`src/rtl/tx_rd_addr_publisher.sv`:
```
// Publishes changed per-channel TX read addresses one at a time, round-robin,
// as a strobe-qualified bundle that is held stable for a guaranteed window.
module tx_rd_addr_publisher #(
    parameter int NCH      = 4,
    parameter int AW       = 16,
    parameter int CW       = 2,
    parameter int PULSE    = 2,
    parameter int HOLD     = 6,
    parameter int ACK_MODE = 0
) (
    input  logic              clk,
    input  logic              reset,
    input  logic [NCH*AW-1:0] rd_addr_in,
    input  logic [NCH-1:0]    chan_en,
    input  logic              ack,
    output logic [AW-1:0]     addr_out,
    output logic [CW-1:0]     chan_out,
    output logic              strobe,
    output logic              busy,
    output logic [NCH-1:0]    pending
);

    localparam int CNT_MAX = (PULSE > HOLD) ? PULSE : HOLD;
    localparam int CNTW    = (CNT_MAX > 1) ? $clog2(CNT_MAX) : 1;
    localparam logic [CNTW-1:0] PULSE_LAST = CNTW'(PULSE - 1);
    localparam logic [CNTW-1:0] HOLD_LAST  = CNTW'((HOLD > 0) ? HOLD - 1 : 0);

    typedef enum logic [1:0] {
        S_IDLE,
        S_STROBE,
        S_HOLD
    } state_t;

    state_t            r_state;
    state_t            w_nextState;
    logic [CNTW-1:0]   r_cnt;
    logic [CNTW-1:0]   w_nextCnt;
    logic              r_strobe;
    logic              w_nextStrobe;
    logic              w_grantFire;
    logic              w_exitStrobe;
    logic [AW-1:0]     r_addr;
    logic [CW-1:0]     r_chan;
    logic [CW-1:0]     r_rrPtr;
    logic [AW-1:0]     r_last [NCH];
    logic [AW-1:0]     w_chanAddr [NCH];
    logic [NCH-1:0]    w_pending;
    logic [CW-1:0]     w_grant;
    logic              w_found;

    always_comb begin
        for (int i = 0; i < NCH; i++) begin
            w_chanAddr[i] = rd_addr_in[i*AW +: AW];
            w_pending[i]  = chan_en[i] & (w_chanAddr[i] != r_last[i]);
        end
    end

    // Round-robin search starting just after the most recently granted channel.
    always_comb begin
        w_found = 1'b0;
        w_grant = '0;
        for (int k = 1; k <= NCH; k++) begin
            if (!w_found && w_pending[(int'(r_rrPtr) + k) % NCH]) begin
                w_found = 1'b1;
                w_grant = CW'((int'(r_rrPtr) + k) % NCH);
            end
        end
    end

    assign w_exitStrobe = (ACK_MODE != 0) ? ack : (r_cnt == PULSE_LAST);

    always_comb begin
        w_nextState  = r_state;
        w_nextCnt    = r_cnt;
        w_nextStrobe = r_strobe;
        w_grantFire  = 1'b0;
        case (r_state)
            S_IDLE: begin
                if (w_found) begin
                    w_grantFire  = 1'b1;
                    w_nextStrobe = 1'b1;
                    w_nextCnt    = '0;
                    w_nextState  = S_STROBE;
                end
            end
            S_STROBE: begin
                if (w_exitStrobe) begin
                    w_nextStrobe = 1'b0;
                    w_nextCnt    = '0;
                    w_nextState  = (HOLD == 0) ? S_IDLE : S_HOLD;
                end else if (ACK_MODE == 0) begin
                    w_nextCnt = r_cnt + 1'b1;
                end
            end
            S_HOLD: begin
                if (r_cnt == HOLD_LAST) begin
                    w_nextState = S_IDLE;
                end else begin
                    w_nextCnt = r_cnt + 1'b1;
                end
            end
            default: begin
                w_nextState  = S_IDLE;
                w_nextStrobe = 1'b0;
            end
        endcase
    end

    // The bundle registers only move on the grant edge, which keeps them stable through HOLD.
    always_ff @(posedge clk) begin
        if (reset) begin
            r_state  <= S_IDLE;
            r_cnt    <= '0;
            r_strobe <= 1'b0;
            r_addr   <= '0;
            r_chan   <= '0;
            r_rrPtr  <= CW'(NCH - 1);
            for (int i = 0; i < NCH; i++) begin
                r_last[i] <= '0;
            end
        end else begin
            r_state  <= w_nextState;
            r_cnt    <= w_nextCnt;
            r_strobe <= w_nextStrobe;
            if (w_grantFire) begin
                r_addr          <= w_chanAddr[w_grant];
                r_chan          <= w_grant;
                r_last[w_grant] <= w_chanAddr[w_grant];
                r_rrPtr         <= w_grant;
            end
        end
    end

    assign addr_out = r_addr;
    assign chan_out = r_chan;
    assign strobe   = r_strobe;
    assign busy     = (r_state != S_IDLE);
    assign pending  = w_pending;

endmodule

```
`config.mk`:
```
export PLATFORM = sky130hd
export DESIGN_NAME = tx_rd_addr_publisher
export DESIGN_NICKNAME = d
export VERILOG_FILES = /design/src/rtl/tx_rd_addr_publisher.sv
export SDC_FILE = /design/constraint.sdc
export NUM_CORES = 1
export LEC_CHECK = 0
export BUFFER_PORTS_ARGS = -buffer_cell sky130_fd_sc_hd__buf_4
export CAP_MARGIN = 20
export CORE_MARGIN = 2
export CORE_UTILIZATION = 50
export CTS_CLUSTER_DIAMETER = 120
export DETAILED_ROUTE_END_ITERATION = 6
export PLACE_DENSITY = 0.74
export SYNTH_ARGS = -nofsm -noshare
export SYNTH_HDL_FRONTEND = slang
export SYNTH_SLANG_ARGS = --single-unit
export TNS_END_PERCENT = 30
```
`constraint.sdc`:
```
create_clock -name clk -period 3.25 [get_ports clk]
set_input_delay 0.1625 -clock clk [delete_from_list [all_inputs] [get_ports clk]]
set_output_delay 0.1625 -clock clk [all_outputs]
set_load 0.01 [all_outputs]
```
==> flow_metrics.tcl <==
set metrics [dict create \
    status "finished, final reports clean" \
    synth_edf_count 64 \
    worstPathMaxFanout 34 \
    yosys.area.top_type "edfxtp_1" \
    finClkSkew_ns 0.0140 \
    p_leak_nw 2.54 \
    insertedDiodeCount 0 \
    maxSlewViolCount 0 \
    finalCritPeriodShare_pct 95.8 \
    setup_tns_ns 0 \
    rsz0062_at_grt "false" \
    ys_seq_area_share_pct 48.8 \
    insertion_delay_ns 0.37 \
    dr.pass1.iters 5 \
    fill_cells 826 \
    initial_core_util_pct 51.5 \
    grt_max_degree 36 \
    r2r-end "r_last[3][3]" \
    worstHoldStart "rd_addr_in[28]" \
    yosysUniqueCellTypes 45 \
    antenna_found_initial 0 \
    gp_congestion 0.916 \
    synth.cell_area_mm2 0.00501 \
    async_flop_share_pct 0 \
    synth_top_cell_area_share_pct 38.4 \
    cts_made_buffers 9 \
    critPathKind "reg -> reg" \
    power.total_w 0.00422 \
    numPortBuffers 93 \
    die-area_mm2 0.0108 \
    core_mm2 0.00973 \
    vdd_drop_max_v 0.000419 \
    vias 4007 \
    cts-root-buf "clkbuf_8" \
    clock-sinks 90 \
    die_h_um 104 \
    drv_cap 0 \
    synthTopCellsByArea "edfxtp_1 (38%), xnor2_1 (11%), dfxtp_1 (10%)" \
    cts_tree "yes" \
    reg2reg_slack_ns 0.14 \
    crit_chain "xnor2_1 > nand4_1 > o41ai_4 > buf_4 > o221ai_1 > a32o_1 > buf_12 > a311oi_1 > a21oi_1" \
    p_per_area_mw_per_mm2 690 \
    crit_family "compound AO/OA/AOI/OAI gates" \
    hold_path.class "in -> reg" \
    hold_path_end "addr_out[12]" \
    finalSetupViolations 0 \
    post_cts_resize_count 0 \
    final_hold_viol_count 0 \
    final_area_mm2 0.00612 \
    synth_seq_cells 90 \
    hold_depth 3 \
    layout-drive-gt1-share_pct 26.2 \
    crit_required_ns 3.34 \
    syn_nets 550 \
    r2r_cells 9 \
    postLayoutCoreUtil_pct 62.9 \
    start_kind "flip-flop" \
    post_cts_buffers 0 \
    placed_cell_area_mm2 0.00590 \
    timing.rr.start "r_last[3][15]" \
    grt_first_pass_wirelength_um 19500 \
    grt_pass1_vias 3917 \
    whs_ns 0.102 \
    clk_pin_slew_ns 0.10 \
    die_w_um 104 \
    holdBufCountCts 0 \
    worst_slew_pin_slew_ns 0.724 \
    crit_buf_inv 2 \
    area_delta_synth_final_pct 22.2 \
    slew_headroom_pct 51.7 \
    yosysWarnings 0 \
    synth_area_per_cell_um2 10.6 \
    vias_per_cell 5.68 \
    crit_slowest_cell "o41ai_4" \
    fmax_ghz 0.321 \
    synthCells 473 \
    drc_errors 0 \
    fin_nets 644 \
    overflow 0 \
    synth_ff_type "edfxtp_1" \
    clockBufferDepth 2 \
    routed_wl_um 12200 \
    ios 95 \
    grtUsageTotal_pct 22.8 \
    cpPeakStageDelay_ns 0.57 \
    arrival_ns 3.21 \
    hpwl_um 9210 \
    wire_per_inst_um 17.2 \
    end_kind "flip-flop" \
    cts_max_level 3 \
    drt_iter0_markers 233 \
    fin_crit_ns 3.11 \
    postRouteAntennaNets 0 \
    num_rows 36 \
]
==> cell families (layout without fill, tap and decap cells) <==
kind of cell / count (synthesis) / count (layout) / share of synthesized area (%)
AND/OR/NAND/NOR: 142 / 142 / 15.4
multiplexers: 5 / 5 / 0.999
adder cells (fa/ha/maj): 6 / 6 / 1.50
XOR/XNOR: 64 / 64 / 11.2
flip-flops: 90 / 90 / 48.8
AO/OA/AOI/OAI: 96 / 96 / 16.4
buffers and inverters: 70 / 169 / 5.79
==> synthesized netlist by cell type, drive strengths merged (6+ instances only) <==
cell type	n
nand4	18
nor3b	15
buf	16
edfxtp	64
and3	34
nand2	21
a31oi	14
nand3	19
inv	40
clkbuf	14
o221ai	19
a311oi	14
a21oi	24
dfxtp	26
xnor2	64
ha	6
nor2	25
==> through the flow <==
| step | cells | setup slack [ns] |
|---|---|---|
| 2_1_floorplan | 473 | 0.278 |
| 3_3_place_gp | 689 | 0.281 |
| 3_5_place_dp | 689 | 0.219 |
| 4_1_cts | 705 | 0.197 |
| 5_1_grt | 705 | 0.0129 |
| 6_report | 705 | 0.138 |
==> cell usage in the layout (no fill, tap or decap), types with 2 or more instances in the layout <==
master / instances
a211o_1: 2
a211oi_1: 4
a21o_1: 4
a21oi_1: 24
a311oi_1: 3
a311oi_2: 11
a31oi_1: 14
and3_1: 34
buf_4: 112
clkbuf_8: 9
dfxtp_1: 26
edfxtp_1: 64
ha_1: 6
inv_1: 39
inv_6: 4
mux2i_1: 5
nand2_1: 21
nand2b_1: 4
nand3_1: 19
nand4_1: 18
nor2_1: 25
nor3b_1: 15
o211ai_1: 2
o221ai_1: 18
o41ai_2: 2
o41ai_4: 2
xnor2_1: 64
==> how the worst max path moves through the flow <==
stage,slack [ns],endpoint,from,cells after the start
after global placement,0.28,r_last[3][5],r_last[3][2],9
after detailed placement,0.22,r_last[3][4],r_last[3][2],9
after floorplan,0.28,r_last[3][0],r_last[2][5],10
after CTS,0.20,r_last[3][4],r_last[3][2],9
after global routing,0.01,r_last[3][5],r_last[3][2],9
final,0.14,r_last[3][3],r_last[3][15],9
==> sequential cells by signal, indices dropped and copies added, names as in the netlist <==
register / count
r_cnt: 3
chan_out: 2
r_rrPtr: 2
r_state: 2
addr_out: 16
strobe: 1
r_last: 64
==> worst register-to-register path, stage by stage (launching register included) <==
cell	delay [ns]
edfxtp_1	0.39
xnor2_1	0.19
nand4_1	0.16
o41ai_4	0.57
buf_4	0.23
o221ai_1	0.13
a32o_1	0.29
buf_12	0.19
a311oi_1	0.57
a21oi_1	0.13
==> layout make-up <==
| class | instances | area (µm²) | share of cell area, % |
|---|---|---|---|
| repair buffers | 113 | 861 | 14.1 |
| clock buffers | 9 | 124 | 2.02 |
| multi-input cells | 313 | 2290 | 37.5 |
| flip-flops and latches | 90 | 2440 | 39.9 |
| inverters | 40 | 150 | 2.45 |
| well taps | 133 | 166 | 2.72 |
| clock inverters | 7 | 81.3 | 1.33 |
==> routing by layer <==
layer,GRT usage [%],share of wire (%)
met1,31.7,45
met5,0,0
met4,8.20,2.9
met2,35.1,46
met3,5.01,5.9
==> report_power, final <==
group          switching, W  total, W  internal, W  leakage [nW]
sequential         0.000177   0.00176      0.00159         0.883
combinational      0.000924   0.00165     0.000728          1.55
clock              0.000437  0.000808     0.000371         0.107
total               0.00154   0.00422      0.00268          2.54
(Power assumes the default switching activity.)
